[src/rtl/abr_prim_ext_reg_arb.sv]
// abr_prim_ext_reg_arb
//   Round-robin arbiter that shares one external-register access port
//   (re/we strobes, wd, d readback) among NREQ requesters. Each access runs
//   IDLE -> ISSUE -> [WAIT] -> RESP, giving the external subregister a
//   single-cycle strobe and the requester a single-cycle response.
//   Optional feature macro: ABR_EXT_REG_ARB_TIMEOUT_EN. When it is defined,
//   an access without ext_ack_i completes with an error after TIMEOUT_CYC
//   cycles. When it is not defined, WAIT holds indefinitely and rsp_err_o is 0.
module abr_prim_ext_reg_arb #(
    parameter int unsigned NREQ        = 2,
    parameter int unsigned DW          = 32,
    parameter int unsigned AW          = 8,
    parameter int unsigned TIMEOUT_CYC = 255
) (
    input  logic               clk_i,
    input  logic               rst_ni,
    input  logic [NREQ-1:0]    req_i,
    input  logic [NREQ-1:0]    req_we_i,
    input  logic [NREQ*AW-1:0] req_addr_i,
    input  logic [NREQ*DW-1:0] req_wdata_i,
    output logic [NREQ-1:0]    gnt_o,
    output logic [NREQ-1:0]    rsp_valid_o,
    output logic [DW-1:0]      rsp_rdata_o,
    output logic               rsp_err_o,
    output logic               ext_re_o,
    output logic               ext_we_o,
    output logic [AW-1:0]      ext_addr_o,
    output logic [DW-1:0]      ext_wd_o,
    input  logic [DW-1:0]      ext_rd_i,
    input  logic               ext_ack_i
);

    localparam int unsigned IW = (NREQ > 1) ? $clog2(NREQ) : 1;

    typedef enum logic [1:0] {
        IDLE  = 2'd0,
        ISSUE = 2'd1,
        WAIT  = 2'd2,
        RESP  = 2'd3
    } state_e;

    state_e                  state_q;
    logic [IW-1:0]           ptr_q;     // last winner; search starts after it
    logic [IW-1:0]           cur_q;     // requester owning the access in flight
    logic                    we_q;
    logic                    expired;   // forced completion this cycle

    logic [NREQ-1:0][AW-1:0] addr_v;
    logic [NREQ-1:0][DW-1:0] wdata_v;
    logic [IW-1:0]           cand;
    logic [IW-1:0]           win_idx;
    logic                    win_vld;

    // Packed-array views of the flat request buses (requester i at slot i).
    assign addr_v  = req_addr_i;
    assign wdata_v = req_wdata_i;

    // Round-robin pick: first requester set, searching ptr+1, ptr+2, ... mod NREQ.
    always_comb begin
        win_vld = 1'b0;
        win_idx = '0;
        cand    = '0;
        for (int k = 1; k <= int'(NREQ); k++) begin
            cand = IW'((int'(ptr_q) + k) % int'(NREQ));
            if (!win_vld && req_i[cand]) begin
                win_vld = 1'b1;
                win_idx = cand;
            end
        end
    end

    // Grant is combinational in IDLE. It is forced low while reset is asserted
    // so that every output reads 0 during reset.
    assign gnt_o = (rst_ni && (state_q == IDLE) && win_vld) ? (NREQ'(1) << win_idx) : '0;

    // Access sequencer with registered strobe, address, data and response outputs.
    always_ff @(posedge clk_i or negedge rst_ni) begin
        if (!rst_ni) begin
            state_q     <= IDLE;
            ptr_q       <= IW'(NREQ - 1);
            cur_q       <= '0;
            we_q        <= 1'b0;
            ext_re_o    <= 1'b0;
            ext_we_o    <= 1'b0;
            ext_addr_o  <= '0;
            ext_wd_o    <= '0;
            rsp_valid_o <= '0;
            rsp_rdata_o <= '0;
        end else begin
            case (state_q)
                IDLE: begin
                    if (win_vld) begin
                        state_q    <= ISSUE;
                        ptr_q      <= win_idx;
                        cur_q      <= win_idx;
                        we_q       <= req_we_i[win_idx];
                        ext_re_o   <= !req_we_i[win_idx];
                        ext_we_o   <= req_we_i[win_idx];
                        ext_addr_o <= addr_v[win_idx];
                        ext_wd_o   <= wdata_v[win_idx];
                    end
                end
                ISSUE, WAIT: begin
                    // The strobe lasts exactly one cycle. The address and data
                    // stay on the port until the access completes.
                    ext_re_o <= 1'b0;
                    ext_we_o <= 1'b0;
                    if (ext_ack_i || expired) begin
                        state_q     <= RESP;
                        rsp_valid_o <= NREQ'(1) << cur_q;
                        rsp_rdata_o <= (ext_ack_i && !we_q) ? ext_rd_i : '0;
                        ext_addr_o  <= '0;
                        ext_wd_o    <= '0;
                    end else begin
                        state_q <= WAIT;
                    end
                end
                RESP: begin
                    state_q     <= IDLE;
                    rsp_valid_o <= '0;
                    rsp_rdata_o <= '0;
                end
                default: begin
                    state_q <= IDLE;
                end
            endcase
        end
    end

`ifdef ABR_EXT_REG_ARB_TIMEOUT_EN
    localparam int unsigned CW = $clog2(TIMEOUT_CYC + 1);

    logic [CW-1:0] cnt_q;
    logic          err_q;
    logic          busy;

    assign busy    = (state_q == ISSUE) || (state_q == WAIT);
    assign expired = busy && (cnt_q == CW'(TIMEOUT_CYC - 1));

    // Outstanding-access cycle counter. It is cleared outside ISSUE and WAIT.
    // The FSM leaves on expiry, so the counter never wraps.
    always_ff @(posedge clk_i or negedge rst_ni) begin
        if (!rst_ni) begin
            cnt_q <= '0;
        end else if (busy) begin
            cnt_q <= cnt_q + 1'b1;
        end else begin
            cnt_q <= '0;
        end
    end

    // Error flag for a forced completion. An ack on the expiry cycle wins.
    always_ff @(posedge clk_i or negedge rst_ni) begin
        if (!rst_ni) begin
            err_q <= 1'b0;
        end else if (busy && expired && !ext_ack_i) begin
            err_q <= 1'b1;
        end else if (state_q == RESP) begin
            err_q <= 1'b0;
        end
    end

    assign rsp_err_o = err_q;
`else
    logic unused_timeout;

    assign unused_timeout = ^TIMEOUT_CYC;
    assign expired        = 1'b0;
    assign rsp_err_o      = 1'b0;
`endif

endmodule

[config.mk]
export PLATFORM = sky130hd
export DESIGN_NAME = abr_prim_ext_reg_arb
export DESIGN_NICKNAME = d
export VERILOG_FILES = /design/src/rtl/abr_prim_ext_reg_arb.sv
export SDC_FILE = /design/constraint.sdc
export NUM_CORES = 1
export LEC_CHECK = 0
export CAP_MARGIN = 30
export CORE_UTILIZATION = 42
export CTS_CLUSTER_DIAMETER = 200
export CTS_CLUSTER_SIZE = 14
export DETAILED_ROUTE_END_ITERATION = 8
export PLACE_DENSITY = 0.86
export SLEW_MARGIN = 10
export SYNTH_ARGS = -nofsm -noshare
export SYNTH_HDL_FRONTEND = slang
export SYNTH_SLANG_ARGS = --single-unit
[constraint.sdc]
create_clock -name clk_i -period 4.3 [get_ports clk_i]
set_input_delay 0.645 -clock clk_i [delete_from_list [all_inputs] [get_ports clk_i]]
set_output_delay 0.645 -clock clk_i [all_outputs]
set_load 0.05 [all_outputs]
==> run metrics, run 1 <==
fin crit period 3.167 ns; Synth top area share 55.57%; die span in x 94.61 um; synthesized net count 381; clk buf depth 2; # Max-Cap Violations 0; RSZ-0062 raised after global routing false; Vias 2937; Post-Synth Adder-Cell Area 0.6947%; library cells used by synthesis 32; critical path data arrival time 2.52 ns; Fin. Hold Viols 0; post-synthesis simple-gate area fraction 2.536%; Critical Path RT 3.65 ns; DRC errors left 0; status complete, no violations; WL per Instance 17.05 um; dpl cell area 0.005557 mm^2; Register-to-Register Path Depth 5; grt ovf 0; Post-synth ARST share 100.0%; Worst Tran Pin Value 0.8914 ns; Synth Cell Area 0.003602 mm^2; Buffers on Ports 196; gp weighted congestion 0.7536; synthesized flop and latch total 81; Worst-path clk slew 0.08 ns; main combinational cell family by area after synthesis compound AO/OA/AOI/OAI gates; setup TNS 0 ns; Max H-tree Level 3; height of the chip 94.61 um; top cells by area, synth dfrtp_1 (56%), mux2i_1 (11%), a22o_1 (7.8%), o2bb2ai_1 (7.3%), o2bb2ai_2 (3.8%); vias in the first global route 3065; Post-Synth XOR/XNOR Area 0%; setup ws final 1.133 ns; Post-Syn Instances 260; Slew Limit Fails 0; Finished Cell Area 0.005754 mm^2; synthesized area per cell 13.85 um^2; layout cells sized above 1 9.031%; Worst Hold Class in -> async; pwr/cell area 890.4 mW/mm^2; nets 570; final cycle utilization of the critical path 73.65%; clock skew after layout 0.01338 ns; CTS Buf Count 9; total clock sinks 81; core area 0.008258 mm^2; Max transition margin 40.57%; CTS tree yes; yosys warns 0; Worst VDD drop 0.5762 mV; # resized after CTS 0; hold_buf cts 0; pre-CTS WS 1.131 ns; Core Rows 33; Critical Path Fanout Max 6; EDFF count, synth 0; total track usage 21.39%; total I/O pin count 198; Routed Antenna Nets 0; Power Total 5.124 mW; initial antenna violation count 0; worst skew pair latency 0.35 ns; R2R Setup Slk 1.97 ns; routed wire length 9529 um; largest net degree at the start of global routing 43; Fillers 627; WS Path Type in -> out; Final HPWL DP 6997 um; Via density 5.254; r2r startpoint state_q[1]$_DFFE_PN0P_; leakage power 2.434 nW; Startpoint Class primary input; postcts setup bufs 0; n_diodes 0; Initial DRT Pass Iterations 4; first-pass GRT wire length 14770 um; register area share after synthesis 56.30%; Compound-Gate Fraction of Synth Area 22.51%; Crit. End Element output pin; Synth Flop Type dfrtp_1; Starting Density 43.62%; final cell count without fillers 559; Synth area leader dfrtp_1; Die Area 0.008951 mm^2; endpoints failing setup 0; Max Clk Rate 315.8 MHz; Cells after DPL 543; DRT iter0 DRCs 71; mux share of post-synthesis cell area 12.02%; FF-to-FF End ext_wd_o[8]$_DFFE_PN0P_; CTS root buffer clkbuf_8; P&R area growth vs syn 59.74%
[through the flow]
| stage | util, % | hold WS [ns] |
|---|---|---|
| finish | 69.68 | 0.2756 |
| global route | 69.68 | 0.2976 |
| CTS | 69.68 | 0.2746 |
| detailed placement | 67.29 | 0.4726 |
| global placement | 67.29 | 0.4726 |
| floorplan | - | 0.3494 |
[power breakdown]
| group | total, mW | switching [mW] | internal, mW | leakage [nW] |
|---|---|---|---|---|
| logic | 3.21 | 2.06 | 1.15 | 1.29 |
| registers | 1.35 | 0.216 | 1.14 | 1.05 |
| clock network | 0.557 | 0.285 | 0.273 | 0.100 |
[placed cells by master, fill, tap and decap left out, drive strengths merged, types with 2 or more instances in the layout]
cell type / synthesis / final
clkdlybuf4s50: 0 / 195
buf: 19 / 6
mux2: 2 / 2
clkbuf: 4 / 9
a22o: 32 / 32
a21oi: 3 / 3
and3: 2 / 2
o21ai: 10 / 10
inv: 4 / 7
o2bb2ai: 40 / 40
a21boi: 2 / 2
dfrtp: 80 / 80
clkinv: 0 / 2
nand2: 7 / 7
or3: 2 / 2
mux2i: 41 / 41
ha: 2 / 2
[worst max-delay path, stage by stage]
cell and delay, ns:
clkdlybuf4s50_1 0.63, a21boi_4 0.24, and3_2 0.19, clkdlybuf4s50_1 0.82
[state kept, by name, indices dropped and copies added, names as in the netlist]
signal       count
rsp_rdata_o     32
ext_we_o         1
ptr_q            1
cur_q            1
rsp_valid_o      2
state_q          2
ext_re_o         1
we_q             1
ext_addr_o       8
ext_wd_o        32
[Yosys cell counts (2+ instances only)]
cell / number
o21ai_0: 10
nand2_1: 7
mux2_2: 2
clkbuf_1: 3
buf_6: 11
inv_1: 4
buf_2: 3
buf_4: 5
or3_1: 2
a21oi_1: 3
o2bb2ai_1: 30
a22o_1: 32
o2bb2ai_2: 9
dfrtp_1: 80
ha_1: 2
mux2i_1: 41
[routing by layer]
layer  part of all wire (%)  GRT usage [%]  vias to the layer above  wire, um
met2                     52          38.49                      118      4971
met4                    1.3          6.944                        0       127
met1                     40          25.09                     1443      3800
met5                      0              0                        -         0
li1                       -              -                     1364         -
met3                    6.6          4.831                       12       630
[cell type report]
type	instances	area, um^2	share of cell area, %
Clock buffer	9	123.9	2.153
Clock inverter	7	73.82	1.283
Inverter	4	15.01	0.2609
Multi-Input combinational cell	152	1385	24.07
Sequential cell	81	2028	35.25
Tap cell	105	131.4	2.283
Timing Repair Buffer	201	1997	34.70
[how the worst max path moves through the flow]
stage,to,startpoint
6_report,gnt_o[1],req_i[1]
5_1_grt,gnt_o[1],req_i[1]
4_1_cts,gnt_o[1],req_i[1]
3_5_place_dp,gnt_o[1],req_i[1]
3_3_place_gp,gnt_o[1],req_i[1]
2_1_floorplan,gnt_o[0],state_q[0]$_DFFE_PN0P_
[cells by family after synthesis]
group                    after synthesis
other                                  1
adder cells (fa/ha/maj)                2
flip-flops                            81
multiplexers                          43
AO/OA/AOI/OAI                         90
buffers and inverters                 27
AND/OR/NAND/NOR                       16
(Power assumes the default switching activity.)
==> run 2: changes to the inputs <==
CORE_UTILIZATION = 35   (was 42)
PLACE_DENSITY = 0.77   (was 0.86)
clock period = 2.83 ns   (was 4.3 ns; I/O delays follow)
==> run 2 against run 1 <==
- routed wire length is 0.98% higher
- via count down 1.9%
- sequential power up 53%
- global-route usage is 3.9 points lower
- largest power group unchanged
==> run metrics, run 2 (synthesis results as in run 1) <==
Register-to-Register Path Depth 5 (unchanged); Critical Path Fanout Max 42 (was 6); Final HPWL DP 6945 um (was 6997 um); Via density 4.893 (was 5.254); clock power share 11.5% (was 10.9%); Fin. Hold Viols 0 (unchanged); total track usage 17.51% (was 21.39%); leakage power 2.453 nW (was 2.434 nW); n_diodes 0 (unchanged); setup ws final 0.5605 ns (was 1.133 ns); Switching Share 49.04% (was 50.02%); vias in the first global route 2952 (was 3065); Psw 3.853 mW (was 2.563 mW); Routed Antenna Nets 0 (unchanged); post-layout util 59.22% (was 69.68%); Initial DRT Pass Iterations 4 (unchanged); WL per Instance 16.34 um (was 17.05 um); clk buf depth 2 (unchanged); fin crit period 2.269 ns; # Max-Cap Violations 0 (unchanged); RSZ-0062 raised after global routing false (unchanged); CTS root buffer clkbuf_8 (unchanged); nets 572 (was 570); Vias 2882 (was 2937); largest registers ext_wd_o: 32 flops, rsp_rdata_o: 32 flops, ext_addr_o: 8 flops (unchanged); P&R area growth vs syn 62.17% (was 59.74%); total clock sinks 81 (unchanged); global-route track usage on met3 5.040% (was 4.831%); die span in x 103.5 um (was 94.61 um); Slew Limit Fails 0 (unchanged); WHS Path Cells 1; Max transition margin 41.82% (was 40.57%); Max Clk Rate 440.6 MHz; layout cells sized above 1 9.430% (was 9.031%); Die Area 0.01070 mm^2 (was 0.008951 mm^2); Worst Tran Pin Value 0.8727 ns (was 0.8914 ns); Worst Hold Class reg -> reg (was in -> async); initial antenna violation count 0 (unchanged); GR Layer Usage met2 29.65% (was 38.49%); GRT busiest layer met2 (unchanged); Critical Path RT 3.01 ns (was 3.65 ns); worst hold path startpoint ext_wd_o[7]$_DFFE_PN0P_; endpoints failing setup 0 (unchanged); pre-CTS WS 0.2748 ns (was 1.131 ns); DRC errors left 0 (unchanged); setup TNS 0 ns (unchanged); critical path data arrival time 2.45 ns (was 2.52 ns); grt ovf 0 (unchanged); WS Path Type reg -> reg (was in -> out); CTS Buf Count 9 (unchanged); sequential share of power 26.2% (was 26.4%); Startpoint Class flip-flop (was primary input); r2r startpoint state_q[0]$_DFFE_PN0P_ (was state_q[1]$_DFFE_PN0P_); worst skew pair latency 0.34 ns (was 0.35 ns); Max H-tree Level 3 (unchanged); met1 usage 21.08% (was 25.09%); status complete, no violations (unchanged); Worst-path clk slew 0.08 ns (about the same); Power Total 7.858 mW (was 5.124 mW); most common cell after layout, fill and taps aside clkdlybuf4s50_1 (unchanged); largest net degree at the start of global routing 60 (was 43); most frequent cells in the layout clkdlybuf4s50_1 (193), dfrtp_1 (80), mux2i_1 (41) (was clkdlybuf4s50_1 (195), dfrtp_1 (80), mux2i_1 (41)); clock skew after layout 0.01170 ns (was 0.01338 ns); height of the chip 103.5 um (was 94.61 um); Worst VDD drop 0.7159 mV (was 0.5762 mV); Starting Density 36.52% (was 43.62%); Core Rows 36 (was 33); Comb pwr share 62.3% (was 62.7%); CTS tree yes (unchanged); Buffers on Ports 196 (unchanged); core area 0.009864 mm^2 (was 0.008258 mm^2); worst setup path startpoint state_q[0]$_DFFE_PN0P_ (was req_i[1]); Pint 4.005 mW (was 2.561 mW); first-pass GRT wire length 14280 um (was 14770 um); Crit. End Element flip-flop (was output pin); pwr/cell area 1345 mW/mm^2 (was 890.4 mW/mm^2); DRT iter0 DRCs 60 (was 71); gp weighted congestion 0.7186 (was 0.7536); total I/O pin count 198 (unchanged); final cycle utilization of the critical path 80.19%; routed wire length 9622 um (was 9529 um)
run 2: changes by cell type in the layout (fill, tap and decap cells not counted), moves of 2 or more:
cell             before  now
buf_12                0    2
clkbuf_1              0    2
inv_6                 3    0
clkdlybuf4s50_1     195  193
run 2: metrics by stage:
| stage | instance area (um^2) | std cells | hold slack (ns) |
|---|---|---|---|
| 2_1_floorplan | 3602 | 260 | 0.1289 |
| 3_3_place_gp | 5620 | 572 | 0.3426 |
| 3_5_place_dp | 5620 | 572 | 0.3505 |
| 4_1_cts | 5842 | 589 | 0.4956 |
| 5_1_grt | 5842 | 589 | 0.5105 |
| 6_report | 5842 | 589 | 0.4922 |
run 2: final cells by class:
class	count	area, um^2
clock buffer	11	131.4
timing repair buffer	203	2034
inverter	4	15.01
fill	793	4023
tap	133	166.4
multi-input combinational	152	1386
sequential	81	2028
clock inverter	5	80.08
run 2: worst paths after layout:
| path | slack, ns | end |
|---|---|---|
| max | 0.56 | ext_wd_o[2]$_DFFE_PN0P_ |
| min | 0.49 | ext_wd_o[7]$_DFFE_PN0P_ |
| max reg2reg | 0.56 | ext_wd_o[2]$_DFFE_PN0P_ |
| min reg2reg | 0.49 | ext_wd_o[7]$_DFFE_PN0P_ |
| max in group asynchronous | 1.26 | rsp_rdata_o[27]$_DFFE_PN0P_ |
| min in group asynchronous | 0.55 | ext_wd_o[16]$_DFFE_PN0P_ |
run 2: repair_timing:
action,4_1_cts,5_1_grt
resized for setup,0,0
buffers inserted,0,0
hold buffers,1,0
endpoints found under the hold margin,21,0
run 2: routing by layer:
layer / up-vias / share of wire, %
met1: 1390 / 43
met5: - / 0
met2: 118 / 48
li1: 1365 / -
met4: 0 / 1.2
met3: 9 / 8.5
run 2: worst max-delay path: stages (launching register included):
cell and delay [ns]:
dfrtp_1 0.40, inv_1 0.07, ha_1 0.31, nor3b_4 0.35, or3_2 0.76, o2bb2ai_1 0.20
run 2: power groups by stage:
stage	Combinational [mW]	Sequential [mW]	Clock (mW)
3_5_place_dp	4.95	2.06	0
5_1_grt	5.16	2.12	0.975
2_1_floorplan	1.92	3.73	0
3_3_place_gp	4.81	2.07	0
6_report	4.90	2.06	0.901
4_1_cts	4.95	2.06	0.932
